<file path="src/rtl/if_fetch_unit.sv">
// Instruction-fetch stage: owns the PC, keeps one request outstanding to
// instruction memory, and hands the IF/ID register its pcInput/instructionInput
// pair. When nothing valid is available it outputs the all-zero bubble.
//
// state   | meaning
// --------+---------------------------------------------------------------
// S_FETCH | request outstanding at r_pc; deliver, buffer or discard on ready
// S_HOLD  | response captured under hazard; no request until hazard clears
// S_DRAIN | redirected while a request was pending; discard that response
// (3)     | unused encoding, recovers to S_FETCH
module if_fetch_unit #(
  parameter logic [31:0] RESET_PC = 32'h0000_0000
) (
  input  logic        clk,
  input  logic        reset,
  input  logic        hazard,
  input  logic        branchControlExInput,
  input  logic [31:0] branchTargetExInput,
  input  logic        jumpIdInput,
  input  logic [31:0] jumpTargetIdInput,
  output logic        imemReq,
  output logic [31:0] imemAddr,
  input  logic        imemReady,
  input  logic [31:0] imemData,
  output logic [31:0] pcOutput,
  output logic [31:0] instructionOutput,
  output logic        instructionValidOutput
);

  typedef enum logic [1:0] {
    S_FETCH  = 2'd0,
    S_HOLD   = 2'd1,
    S_DRAIN  = 2'd2,
    S_UNUSED = 2'd3
  } state_t;

  state_t      r_state;
  logic [31:0] r_pc;
  logic [31:0] r_req_addr;
  logic [31:0] r_hold_instr;
  logic [31:0] r_hold_pc;
  // Low from reset until the first clock edge after release; keeps the
  // request line quiet in that window and freezes all state updates.
  logic        r_active;

  state_t      w_state_nxt;
  logic [31:0] w_pc_nxt;
  logic [31:0] w_req_addr_nxt;
  logic [31:0] w_hold_instr_nxt;
  logic [31:0] w_hold_pc_nxt;

  logic        w_req;
  logic        w_ready;
  logic        w_redirect;
  logic [31:0] w_target;
  logic [31:0] w_pc_plus4;
  logic [31:0] w_addr;
  logic        w_valid;
  logic [31:0] w_out_pc;
  logic [31:0] w_out_instr;

  // The branch is the older instruction, so it wins over a same-cycle jump.
  assign w_redirect = branchControlExInput | jumpIdInput;
  assign w_target   = branchControlExInput ? branchTargetExInput : jumpTargetIdInput;
  assign w_pc_plus4 = r_pc + 32'd4;

  // A request is outstanding in FETCH and DRAIN only; ready is meaningless otherwise.
  assign w_req   = r_active & ((r_state == S_FETCH) | (r_state == S_DRAIN));
  assign w_ready = w_req & imemReady;

  // State, PC and buffer registers.
  always_ff @(posedge clk or negedge reset) begin
    if (!reset) begin
      r_state      <= S_FETCH;
      r_pc         <= RESET_PC;
      r_req_addr   <= 32'd0;
      r_hold_instr <= 32'd0;
      r_hold_pc    <= 32'd0;
      r_active     <= 1'b0;
    end else begin
      r_state      <= w_state_nxt;
      r_pc         <= w_pc_nxt;
      r_req_addr   <= w_req_addr_nxt;
      r_hold_instr <= w_hold_instr_nxt;
      r_hold_pc    <= w_hold_pc_nxt;
      r_active     <= 1'b1;
    end
  end

  // Next-state decode and the combinational fetch/delivery outputs.
  always_comb begin
    w_state_nxt      = r_state;
    w_pc_nxt         = r_pc;
    w_req_addr_nxt   = r_req_addr;
    w_hold_instr_nxt = r_hold_instr;
    w_hold_pc_nxt    = r_hold_pc;
    w_addr           = 32'd0;
    w_valid          = 1'b0;
    w_out_pc         = 32'd0;
    w_out_instr      = 32'd0;

    if (r_active) begin
      case (r_state)
        S_FETCH: begin
          w_addr = r_pc;
          if (w_ready) begin
            if (w_redirect) begin
              w_pc_nxt = w_target;
            end else if (hazard) begin
              w_hold_instr_nxt = imemData;
              w_hold_pc_nxt    = w_pc_plus4;
              w_state_nxt      = S_HOLD;
            end else begin
              w_valid     = 1'b1;
              w_out_instr = imemData;
              w_out_pc    = w_pc_plus4;
              w_pc_nxt    = w_pc_plus4;
            end
          end else if (w_redirect) begin
            w_req_addr_nxt = r_pc;
            w_pc_nxt       = w_target;
            w_state_nxt    = S_DRAIN;
          end
        end
        S_HOLD: begin
          if (w_redirect) begin
            w_pc_nxt    = w_target;
            w_state_nxt = S_FETCH;
          end else begin
            w_valid     = 1'b1;
            w_out_instr = r_hold_instr;
            w_out_pc    = r_hold_pc;
            if (!hazard) begin
              w_pc_nxt    = r_hold_pc;
              w_state_nxt = S_FETCH;
            end
          end
        end
        S_DRAIN: begin
          w_addr = r_req_addr;
          if (w_redirect) begin
            w_pc_nxt = w_target;
          end
          if (w_ready) begin
            w_state_nxt = S_FETCH;
          end
        end
        default: begin
          w_state_nxt = S_FETCH;
        end
      endcase
    end
  end

  assign imemReq                = w_req;
  assign imemAddr               = w_addr;
  assign instructionValidOutput = w_valid;
  assign pcOutput               = w_out_pc;
  assign instructionOutput      = w_out_instr;

endmodule
</file>
<file path="config.mk">
export PLATFORM = sky130hd
export DESIGN_NAME = if_fetch_unit
export DESIGN_NICKNAME = d
export VERILOG_FILES = /design/src/rtl/if_fetch_unit.sv
export SDC_FILE = /design/constraint.sdc
export NUM_CORES = 1
export LEC_CHECK = 0
export ABC_AREA = 1
export CORE_MARGIN = 8
export CORE_UTILIZATION = 47
export CTS_CLUSTER_DIAMETER = 80
export DETAILED_ROUTE_END_ITERATION = 10
export HOLD_SLACK_MARGIN = 0.12
export PLACE_DENSITY = 0.74
export SLEW_MARGIN = 20
export SYNTH_ARGS = -nofsm -noshare
export SYNTH_HDL_FRONTEND = slang
export SYNTH_SLANG_ARGS = --single-unit
</file>
<file path="constraint.sdc">
create_clock -name clk -period 2 [get_ports clk]
set_clock_uncertainty 0.1 [all_clocks]
set_input_delay 0.4 -clock clk [delete_from_list [all_inputs] [get_ports clk]]
set_output_delay 0.4 -clock clk [all_outputs]
set_load 0.1 [all_outputs]
</file>
==> flow_summary_export.csv, run 1 <==
group,metric,value,unit
synth,yosys-top-cells-count,"596 x nand2_1, 131 x dfrtp_1, 112 x a21oi_1, 102 x nor2_1, 101 x nand3_1",
synth,syn-mean-instance-area,6.37,sq um
outcome,lastStage,"global routing (5_1_grt)",
cts,cts_inserted_buffers,17,
synth,synth_fa_ha_area_frac,0.00685,
synth,yosys.area.top_type_share,0.359,
die,die_w,155,um
synth,synth_edf_count,0,
die,rows,51,
global_route,antenna_found_initial,8,
cts,clock-sinks,131,
synth,ys_types,40,
die,die_height,155,um
synth,yosysMostFrequentCell,"nand2_1",
place,place.detailed.hpwl,27.6,mm
synth,synth_top_family_by_area,"simple AND/OR/NAND/NOR gates",
global_route,grt_max_degree,53,
place,numPortBuffers,199,
synth,synth_mux_area_frac,0.00466,
synth,synth_nets,1540,
synth,synthXorXnorAreaFrac,0.00959,
synth,syn_area,9130,sq um
synth,async_flop_share,1.00,
synth,ys_seq_area_frac,0.359,
synth,syn-instance-count,1433,
die,start_util,0.474,
global_route,grt.overflow.total,860,
place,gp_congestion,0.943,
timing,crit_endpoint,"pcOutput[17]",
synth,ys_warn_count,0,
synth,synthSimpleGateAreaFrac,0.381,
outcome,error_line,"[ERROR GRT-0232] Routing congestion too high. Check the congestion heatmap in the GUI.",
synth,ys_ff_latch,131,
synth,synth-compound-area-share,0.152,
synth,dominantRegCellSynth,"dfrtp_1",
cts,h-tree-depth,4,
outcome,status,"aborted with a tool error",
global_route,grt_usage,0.895,
die,io_pins,200,
synth,yosysTopAreaCell,"dfrtp_1",
cts,cts_root_buf,"clkbuf_16",
synth,synth.area.top_cells,"dfrtp_1 36%, nand2_1 25%, a21oi_1 6.1%",
cts,cts_buffer_depth,2,
timing,worst_endpoint_kind,"primary output",
==> routing by layer <==
metal	overflow	track usage
met1	23	0.837
met2	542	1.05
met3	25	0.791
met4	264	0.971
met5	6	0.501
==> stage by stage <==
step	instances	setup WS, ps	hold WS, ps	util	cell area (sq um)
after CTS	2071	-748	346	0.891	17200
after detailed placement	1985	-603	253	0.777	15000
after global placement	1985	-559	256	0.777	15000
after floorplan	1433	-404	4.41	-	10600
==> timing repair <==
| item | 4_1_cts |
|---|---|
| gates cloned | 18 |
| pin swaps | 74 |
| hold endpoints to repair | 23 |
| hold buffers | 1 |
| resized for setup | 218 |
| buffers inserted | 35 |
| endpoints found under the setup margin | 121 |
==> logic make-up after synthesis <==
family	count (synthesis)
adder cells (fa/ha/maj)	5
buffers and inverters	179
other	1
AND/OR/NAND/NOR	842
multiplexers	4
XOR/XNOR	10
flip-flops	131
AO/OA/AOI/OAI	261
==> run 2, diff against run 1 <==
--- a/config.mk
+++ b/config.mk
@@ -7,11 +7,9 @@
 export LEC_CHECK = 0
 export ABC_AREA = 1
 export CORE_MARGIN = 8
-export CORE_UTILIZATION = 47
-export CTS_CLUSTER_DIAMETER = 80
+export CORE_UTILIZATION = 32
 export DETAILED_ROUTE_END_ITERATION = 10
-export HOLD_SLACK_MARGIN = 0.12
-export PLACE_DENSITY = 0.74
+export PLACE_DENSITY_LB_ADDON = 0.15
 export SLEW_MARGIN = 20
 export SYNTH_ARGS = -nofsm -noshare
 export SYNTH_HDL_FRONTEND = slang
==> constraint.sdc (replaced) <==
create_clock -name clk -period 2.6 [get_ports clk]
set_clock_uncertainty 0.1 [all_clocks]
set_input_delay 0.52 -clock clk [delete_from_list [all_inputs] [get_ports clk]]
set_output_delay 0.52 -clock clk [all_outputs]
set_load 0.1 [all_outputs]
==> flow_summary_export.csv, run 2 <==
group,metric,value,unit
outcome,status,"complete, but fails checks",
outcome,violations,"negative setup slack",
synth,synthSimpleGateAreaFrac,0.381,
synth,yosysMostFrequentCell,"nand2_1",
finish,fin_nets,1846,
cts,clkTransAtPathRegs,60,ps
cts,cts_root_buf,"clkbuf_16",
synth,yosysTopAreaCell,"dfrtp_1",
synth,ys_warn_count,0,
synth,synth.area.top_cells,"dfrtp_1 36%, nand2_1 25%, a21oi_1 6.1%",
place,pre_cts_ws,-243,ps
global_route,antenna_found_initial,3,
timing,slew_viol_final,0,
worst_setup_path,crit_path_start_kind,"register",
routing,vias_per_cell,5.24,
worst_setup_path,crit_buf_inv,5,
global_route,grt.overflow.total,0,
global_route,grt_usage,0.247,
finish,finalNonFillerCells,2135,
place,gp_congestion,0.896,
cts,cts_tree,"done",
routing,drtIter0Drc,904,
timing,post-route-min-period,2880,ps
global_route,grt_max_degree,49,
synth,ys_types,40,
hold_path,hp-class,"primary input to asynchronous set/reset pin",
synth,syn_area,9130,sq um
global_route,grt_pass1_wl,65.6,mm
finish,final_util,0.599,
place,place.detailed.hpwl,27.2,mm
synth,syn-instance-count,1433,
worst_setup_path,cp.required,1980,ps
worst_setup_path,crit_slowest_cell,"dfrtp_1",
power_and_ir_drop,peakVddDrop,0.000507,V
finish,antenna_cells,0,
timing,setup_viol,86,
routing,remaining_drc_errors,0,
routing,dr.pass1.iters,6,
worst_setup_path,critPathTopFamily,"buffers and inverters",
timing,setup_slack,-280,ps
power_and_ir_drop,cellLeakagePower,7.58,nW
cts,insertion_delay,430,ps
place,numPortBuffers,199,
worst_setup_path,critPathArrivalTime,2260,ps
finish,final_cell_mix,"463 x nand2_1, 133 x buf_12, 125 x dfrtp_1, 110 x buf_4",
synth,synthXorXnorAreaFrac,0.00959,
synth,ys_seq_area_frac,0.359,
cts,cts_buffer_depth,2,
die,die_area,34200,sq um
worst_setup_path,cp-end-kind,"output port",
synth,async_flop_share,1.00,
timing,hold_viol,0,
synth,yosys-top-cells-count,"596 x nand2_1, 131 x dfrtp_1, 112 x a21oi_1, 102 x nor2_1, 101 x nand3_1",
timing,worst_slew_pin_slew,617,ps
finish,nFillCells,2500,
routing,drtAntennaViolNets,0,
place,dp.cells,2029,
synth,synth_mux_area_frac,0.00466,
synth,synth_nets,1540,
worst_setup_path,slowest_delay,400,ps
timing,fin_crit_sh,1.11,
timing,slew_headroom,0.588,
cts,cts_inserted_buffers,17,
routing,vias,11200,
worst_setup_path,worstPathCellList,"inv_2 -> ha_4 -> nand4_4 -> nor2_4 -> buf_6 -> buf_12 -> buf_12 -> nand3_4 -> a21oi_4 -> buf_12",
timing,timing.hold.ws,406,ps
synth,yosys.area.top_type_share,0.359,
timing,grt_setup_unrepaired,"yes",
routing,wl,42.7,mm
cts,clock-sinks,131,
die,die_height,185,um
die,io_pins,200,
finish,drive_gt1_frac,0.355,
synth,synth_edf_count,0,
synth,synth_fa_ha_area_frac,0.00685,
worst_setup_path,crit_type,"register to output port",
die,core,28400,sq um
worst_setup_path,crit_top_cell,"buf_12",
cts,h-tree-depth,4,
routing,wl_per_cell,20.0,um
synth,syn-mean-instance-area,6.37,sq um
die,rows,62,
synth,ys_ff_latch,131,
finish,layout_commonest_cell,"nand2_1",
synth,synth_top_family_by_area,"simple AND/OR/NAND/NOR gates",
synth,dominantRegCellSynth,"dfrtp_1",
die,start_util,0.322,
power_and_ir_drop,p_per_area,1020,nW/um^2
die,die_w,185,um
job,cap_violations,0,
finish,area_growth,86.2,%
global_route,grt_pass1_vias,11400,
worst_setup_path,cp_max_fo,5,
synth,synth-compound-area-share,0.152,
timing,fmax,347,MHz
-- run 2: cell counts after synthesis --
Identical to the previous run, type by type.
-- run 2: routing by layer --
metal | vias to the layer above | part of all wire | wire, um | GRT usage
met5 | - | 0.00082 | 35 | 0
met4 | 6 | 0.032 | 1350 | 0.0919
met3 | 98 | 0.089 | 3810 | 0.0726
met2 | 487 | 0.46 | 19800 | 0.394
met1 | 5374 | 0.41 | 17700 | 0.312
li1 | 5229 | - | - | -
-- run 2: per-stage QoR --
step | power (mW) | cell area (sq um) | setup TNS (ps)
after global placement | 12.4 | 14200 | -17710
final | 17.3 | 17000 | -14890
after floorplan | 9.12 | 10200 | -474
after detailed placement | 12.5 | 14200 | -19700
after CTS | 16.5 | 16500 | -13330
after global routing | 18.2 | 17000 | -21010
-- run 2: path summary, 6_finish.rpt --
check | start | slack, ps | cells after the start | end
setup / recovery | r_state[1] | -280 | 10 | pcOutput[23]
hold / removal | reset | 410 | 2 | r_hold_instr[24]
setup reg to reg | r_state[0] | 140 | 14 | r_pc[8]
hold reg to reg | r_req_addr[5] | 410 | 2 | r_req_addr[5]
max in group asynchronous | reset | 1250 | 3 | r_hold_instr[10]
min in group clk | r_req_addr[5] | 410 | 2 | r_req_addr[5]
-- run 2: worst register-to-register path, delay by kind of cell (launching register included) --
family,cells,cell delay (ps)
buffers and inverters,7,1040
AND/OR/NAND/NOR,6,610
flip-flops,1,430
adder cells (fa/ha/maj),1,160
-- run 2: cell families (layout without fill, tap and decap cells) --
| family | count (synthesis) | in the layout |
|---|---|---|
| and+or+nand+nor | 842 | 842 |
| AOI/OAI and AO/OA | 261 | 261 |
| buffers and inverters | 179 | 497 |
| DFF | 131 | 131 |
| xor gates and xnor gates | 10 | 10 |
| adders and majority gates | 5 | 5 |
| muxes | 4 | 4 |
| other | 1 | 1 |
-- run 2: repair_timing --
item / CTS / global route
hold endpoints to repair: 12 / 0
cloned: 18 / 4
resized for setup: 220 / 141
setup endpoints to repair: 97 / 108
buffers inserted: 43 / 24
hold buffers: 1 / 0
pin swaps: 69 / 84
-- run 2: power by group --
part           switching (mW)  internal [mW]  total (mW)  leakage, nW
logic                    6.57           4.16        10.7         5.68
clock network            1.00           1.58        2.59        0.291
registers                1.01           3.00        4.01         1.60
-- run 2: layout make-up --
cell class	instances	area, sq um	area share
multi-input cells	1123	7180	0.422
inverters	90	355	0.0209
clock inverters	11	151	0.00891
well taps	384	480	0.0283
repair buffers	376	5080	0.299
clock buffers	20	467	0.0275
flip-flops and latches	131	3290	0.193
(Power assumes the default switching activity.)
==> variant 1: new RTL, config.mk and constraints of run 2 <==
Add an input register stage for `branchTargetExInput` and `jumpTargetIdInput`, with the module's reset; this delays them by one clock. The other inputs are not delayed to match.
--- a/src/rtl/if_fetch_unit.sv
+++ b/src/rtl/if_fetch_unit.sv
@@ -34,6 +34,19 @@
     S_UNUSED = 2'd3
   } state_t;
 
+  logic [31:0] branchTargetExInput_q;
+  logic [31:0] jumpTargetIdInput_q;
+
+  always_ff @(posedge clk or negedge reset) begin
+    if (!reset) begin
+      branchTargetExInput_q <= '0;
+      jumpTargetIdInput_q   <= '0;
+    end else begin
+      branchTargetExInput_q <= branchTargetExInput;
+      jumpTargetIdInput_q   <= jumpTargetIdInput;
+    end
+  end
+
   state_t      r_state;
   logic [31:0] r_pc;
   logic [31:0] r_req_addr;
@@ -61,7 +74,7 @@
 
   // The branch is the older instruction, so it wins over a same-cycle jump.
   assign w_redirect = branchControlExInput | jumpIdInput;
-  assign w_target   = branchControlExInput ? branchTargetExInput : jumpTargetIdInput;
+  assign w_target   = branchControlExInput ? branchTargetExInput_q : jumpTargetIdInput_q;
   assign w_pc_plus4 = r_pc + 32'd4;
 
   // A request is outstanding in FETCH and DRAIN only; ready is meaningless otherwise.
Formal check against the unedited RTL: not equivalent (Yosys sat finds a counterexample within 4 cycles, from zero or initial values and one cycle with reset low).
==> variant 1 against run 2 <==
  * The run still ends with setup timing left
  * Final area grew 11%
  * Power grew 6.5%
  * Worst setup slack lost 0.056 ns
  * Via count grew 1.3%
  * Die area grew 14%
  * Largest cell class unchanged
  * Sequential cell count grew 64
  * Synthesized cell count grew 1.9%
  * Synthesized area grew 15%
  * Wire length grew 1.9%
  * Critical endpoint is now pcOutput[22]
  * Fmax shrank 1.9%
==> variant 1: results (changes against run 2) <==
Run status
  • Status: complete, but fails checks
  • Failing checks: setup timing

Place
  • DP HPWL: 29.2 mm (+7.2%)
  • Pre-CTS setup slack: -0.319 ns (-0.0763 ns)
  • GP Congestion: 0.904 (+0.90%)
  • Port bufs: 199 (unchanged)

Final layout
  • Inserted Diodes: 0 (unchanged)
  • Final nets: 1897 (+2.8%)
  • Fillers: 2736 (+9.4%)
  • Share of post-route cells with drive strength above 1: 36.5% (+1.0 points)

Global routing
  • Initial antenna violation count: 0 (-3)
  • First-pass GRT wire length: 66.9 mm (+2.0%)
  • Largest net degree at the start of global routing: 71 (+45%)
  • Vias in the first global route: 11500 (+0.83%)
  • GRT Resource Usage Total: 21.9% (-2.8 points)
  • Gr ovfl total: 0 (unchanged)

Worst hold path
  • Min-delay worst type: flip-flop to flip-flop
  • Hold Path Origin: r_hold_instr[6]

Yosys
  • Post-Syn Nets: 1567 (+1.8%)
  • Seq/Total Area, Yosys: 46.4% (+10 points)
  • Most frequent cells after synthesis: nand2_1 (546), dfrtp_1 (195), nor2_1 (149)
  • Ys Warns: 0 (unchanged)
  • Ys async rst share: 100% (unchanged)
  • Top post-synthesis cells by area: dfrtp_1 (46%), nand2_1 (19%), o21ai_0 (5.6%)
  • Yosys cell types: 38 (-5.0%)

Power and ir drop
  • Peak VDD IR: 0.555 mV (+9.5%)
  • Leak pwr: 0.00834 uW (+10%)

Detailed routing
  • Vias per Instance: 5.05 (-3.6%)
  • Drt total wl: 43.5 mm (+1.9%)
  • Pre-antenna DRT Iters: 6 (unchanged)
  • DRT iter0 DRCs: 963 (+6.5%)

Setup path
  • Critical R2R Launch: r_state[0]
  • Arrival time at the worst endpoint: 2.32 ns (+0.06 ns)
  • CP Max Fanout: 5 (unchanged)

Clock network
  • Clk root buf: clkbuf_16
  • Clk pin slew, worst setup/hold paths: 0.09 ns (+0.03 ns)
  • H-tree depth: 4 (unchanged)
  • Skew-Pair Late Insertion Delay: 0.45 ns (+0.02 ns)

STA
  • Finish-stage setup viols: 74 (-14%)
  • Relative slew slack: 49.2% (-9.5 points)
  • Setup ws final: -0.337 ns (-0.0561 ns)
## variant 1: cell types whose count changed after synthesis, moves of 6 or more
cell and delta:
dfrtp_1 +64, nand2_1 -50, nor2_1 +47, inv_1 -21, o21ai_0 +18, clkbuf_1 +6
nand3_1 -8, buf_4 -10
## variant 1: path summary, 6_finish.rpt
path                                              to  slack (ns)  cells past startpoint
max reg2reg                                 r_pc[12]        0.09                     12
min reg2reg                          r_hold_instr[6]        0.38                      2
max in group asynchronous           r_hold_instr[15]        1.17                      3
max                                     pcOutput[22]       -0.34                     11
min in group asynchronous  branchTargetExInput_q[24]        0.46                      2
min                                  r_hold_instr[6]        0.38                      2
## variant 1: critical path, stage by stage (launching register included)
cell and delay [ns]:
dfrtp_1 0.41, inv_2 0.10, ha_4 0.17, nand4_4 0.09
nor2_4 0.15, buf_12 0.12, buf_12 0.13, buf_12 0.12
buf_8 0.12, nand2_2 0.07, a21oi_4 0.17, buf_12 0.19
## variant 1: logic make-up (layout without fill, tap and decap cells)
kind of cell / Yosys count / after routing / synth area share, %
buffers and inverters: 158 / 501 / 6.34
DFF: 195 / 195 / 46.4
other: 1 / 1 / 0.0357
and+or+nand+nor: 815 / 815 / 31.7
xor gates and xnor gates: 14 / 14 / 1.17
muxes: 3 / 3 / 0.297
adders and majority gates: 5 / 5 / 0.595
AOI/OAI and AO/OA: 269 / 269 / 13.5
## variant 1: layer usage
metal | up-vias | global-route usage (%) | wire, um
li1 | 5360 | - | -
met5 | - | 0 | 0
met2 | 468 | 32.5 | 19700
met1 | 5477 | 31.8 | 19600
met4 | 0 | 6.16 | 551
met3 | 40 | 4.29 | 3590
## variant 1: per-stage QoR
stage	instance area (um^2)	instances	total power [uW]	TNS [ns]	util, %
floorplan	11600	1460	10100	-0.277	-
global placement	15900	2132	13300	-21.92	48.8
detailed placement	15900	2132	13400	-22.53	48.8
CTS	18200	2224	17300	-13.63	56.0
global route	18800	2245	19400	-18.46	58.0
finish	18800	2245	18400	-12.86	58.0
## variant 1: final cells by class
cell class                      instances  area, um^2  share of cell area [%]
Clock inverter                         15         201                    1.07
Multi-Input combinational cell       1107        7220                    38.3
Inverter                               71         285                    1.52
Sequential cell                       195        4890                    26.0
Clock buffer                           17         425                    2.26
Tap cell                              442         553                    2.94
Timing Repair Buffer                  398        5250                    27.9
## variant 1: where the power goes
| part | leakage [uW] | internal, uW | switching (uW) | total, uW |
|---|---|---|---|---|
| combinational | 0.00568 | 4100 | 6410 | 10500 |
| clock | 0.000300 | 1330 | 1480 | 2810 |
| sequential | 0.00236 | 4050 | 1070 | 5130 |
## variant 1: what timing repair did
item                                   4_1_cts  5_1_grt
pin swaps                                   85      108
setup buffers                               51       23
cloned                                      10        8
hold buffers                                 1        0
setup endpoints to repair                   97      121
resized for setup                          253      137
endpoints found under the hold margin       46        0
==> variant 2: new RTL, settings of run 2 <==
Without the edit above. Reset style: synchronous (`reset`), changed in one clocked block.
--- a/src/rtl/if_fetch_unit.sv
+++ b/src/rtl/if_fetch_unit.sv
@@ -69,7 +69,7 @@
   assign w_ready = w_req & imemReady;
 
   // State, PC and buffer registers.
-  always_ff @(posedge clk or negedge reset) begin
+  always_ff @(posedge clk) begin
     if (!reset) begin
       r_state      <= S_FETCH;
       r_pc         <= RESET_PC;
Behaviour: differs if reset is asserted again (counterexample within 4 cycles, from zero or initial values and one cycle with reset low); with reset held inactive, the same outputs for 4 cycles.
==> variant 2 against run 2 <==
  * The run still ends with setup timing left
  * Via count up 0.95%
  * Global-route usage fell by 1.0 points
  * Core utilization rose by 0.40 points
  * Wire length shrank 6.8%
  * Hold slack lost 0.032 ns
  * Worst setup slack gained 0.085 ns
  * Sequential cell count unchanged
  * Count of clock-buffer cells in the layout down 3
  * Critical path type unchanged
  * Synthesized area fell by 5.9%
  * Critical endpoint is now pcOutput[26]
  * Non-clock buffer count increased by 1
  * Synthesized cell count is 5.1% higher
  * Final area decreased by 5.5%
Power is not compared: it rests on default switching activity, and its combinational part moved more than twofold at a synthesized area within 25%.
==> variant 2: results (changes against run 2) <==
Yosys
  • Ys Warns: 0 (unchanged)
  • Seq/Total Area, Yosys: 30.5% (-5.4 points)
  • Adder-cell share of the synthesized area: 0.729% (+0.043 points)
  • Most frequent cells after synthesis: nand2_1 (525), nor2_1 (201), a21oi_1 (158)
  • Ys async rst share: 0% (-100 points)
  • Post-Syn Nets: 1613 (+4.7%)
  • Ys flop type: dfxtp_1
  • Syn Inst Count: 1506 (+5.1%)
  • Top post-synthesis cells by area: dfxtp_1 (31%), nand2_1 (23%), a21oi_1 (9.2%)
  • Post-synthesis compound-gate area fraction: 19.5% (+4.2 points)
  • Yosys cell types: 33 (-18%)
  • Proportion of synthesized area in mux cells: 0% (-0.47 points)
  • Post-synthesis xor/xnor area fraction: 0.612% (-0.35 points)

Setup path
  • CP Max Fanout: 5 (unchanged)
  • Arrival time at the worst endpoint: 2.18 ns (-0.08 ns)

Place
  • GP Congestion: 0.931 (+4.0%)
  • Area after DPL: 13800 um^2 (-2.7%)
  • Cells after DPL: 2070 (+2.0%)
  • Port bufs: 199 (unchanged)
  • DP HPWL: 26.0 mm (-4.6%)

Final layout
  • Inserted Diodes: 0 (unchanged)
  • Share of post-route cells with drive strength above 1: 33.1% (-2.4 points)
  • Final nets: 1909 (+3.4%)

Run status
  • Failing checks: setup timing
  • Status: complete, but fails checks

STA
  • Setup ws final: -0.195 ns (+0.0854 ns)
  • Setup TNS: -5.17 ns (+9.72 ns)
  • Worst-Margin Slew: 0.627 ns (+0.0104 ns)
  • Finish-stage setup viols: 80 (-7.0%)

Detailed routing
  • Vias per Instance: 5.24 (about the same)
  • DRT iter0 DRCs: 905 (+0.11%)
  • Via Count: 11300 (+0.95%)
  • WL per Instance: 18.5 um (-7.7%)
  • Pre-antenna DRT Iters: 5 (-1)

Clock network
  • Skew-Pair Late Insertion Delay: 0.44 ns
  • Maximum clock path buffer count: 2 (unchanged)
  • Number of buffers created by CTS: 17 (unchanged)
  • H-tree depth: 4 (unchanged)
  • Clk pin slew, worst setup/hold paths: 0.07 ns
  • Clk root buf: clkbuf_16

Global routing
  • Routing usage on met3: 3.37% (-3.9 points)
  • Met1 Use GR: 29.4% (-1.8 points)
  • Largest net degree at the start of global routing: 52 (+6.1%)
  • First-pass GRT wire length: 61.7 mm (-5.9%)
  • GRT Resource Usage Total: 23.6% (-1.0 points)
  • Met2 Use GR: 40.2% (+0.82 points)
  • Initial antenna violation count: 0 (-3)

Power and ir drop
  • Int Pwr: 4720 uW
  • Pwr per Cell Area: 470 nW/um^2
  • Leak pwr: 0.00645 uW
  • Peak VDD IR: 0.404 mV

Worst hold path
  • Min-delay worst type: flip-flop to flip-flop
variant 2: through the flow:
step / util (%) / worst slack [ns] / total power, uW / hold WS (ns)
2_1_floorplan: - / -0.0548 / 3600 / 0.345
3_3_place_gp: 51.7 / -0.278 / 4550 / 0.353
3_5_place_dp: 51.7 / -0.309 / 4570 / 0.357
4_1_cts: 58.1 / -0.241 / 7390 / 0.366
5_1_grt: 60.3 / -0.288 / 7840 / 0.388
6_report: 60.3 / -0.195 / 7560 / 0.374
variant 2: worst max-delay path: stages, from the launching register on:
cell     delay (ns)
dfxtp_2        0.35
ha_4           0.15
nand2_4        0.05
nor2_4         0.15
nand2_4        0.10
buf_12         0.14
nor2_4         0.18
nand2_1        0.09
nand2_2        0.07
nand3_2        0.08
a21oi_4        0.17
buf_12         0.19
variant 2: kinds of logic after synthesis:
kind of cell | count (synthesis)
AND/OR/NAND/NOR | 851
flip-flops | 131
buffers and inverters | 186
AO/OA/AOI/OAI | 327
adder cells (fa/ha/maj) | 5
XOR/XNOR | 6
variant 2: power groups by stage:
stage          Combinational [uW]  Clock [uW]  Sequential (uW)
2_1_floorplan                1330           0             2270
3_3_place_gp                 2260           0             2290
3_5_place_dp                 2280           0             2300
4_1_cts                      2470        2660             2260
5_1_grt                      2800        2750             2300
6_report                     2640        2640             2280
variant 2: repair_timing:
| item | in CTS | in global routing |
|---|---|---|
| resized for setup | 196 | 90 |
| endpoints found under the setup margin | 96 | 73 |
| setup buffers | 27 | 18 |
| pin swaps | 59 | 73 |
| gates cloned | 7 | 7 |
variant 2: layout make-up:
| class | instances | area (um^2) |
|---|---|---|
| flip-flops and latches | 131 | 2650 |
| clock buffers | 17 | 425 |
| well taps | 341 | 427 |
| inverters | 86 | 352 |
| multi-input cells | 1189 | 7120 |
| clock inverters | 15 | 196 |
| fillers | 2361 | 10600 |
| repair buffers | 377 | 4890 |
variant 2: layer usage:
layer / part of all wire [%] / routed length (um)
met5: 0 / 0
met4: 3.9 / 1560
met3: 6.4 / 2540
met1: 42 / 16700
met2: 48 / 18900
variant 2: worst paths after layout:
check	from	to	slack, ns	cells past startpoint
worst max-delay path	r_pc[3]	pcOutput[26]	-0.20	11
worst min-delay path	r_hold_pc[6]	r_hold_pc[6]	0.37	2
worst max register to register	r_state[0]	r_pc[12]	0.19	18
worst min register to register	r_hold_pc[6]	r_hold_pc[6]	0.37	2
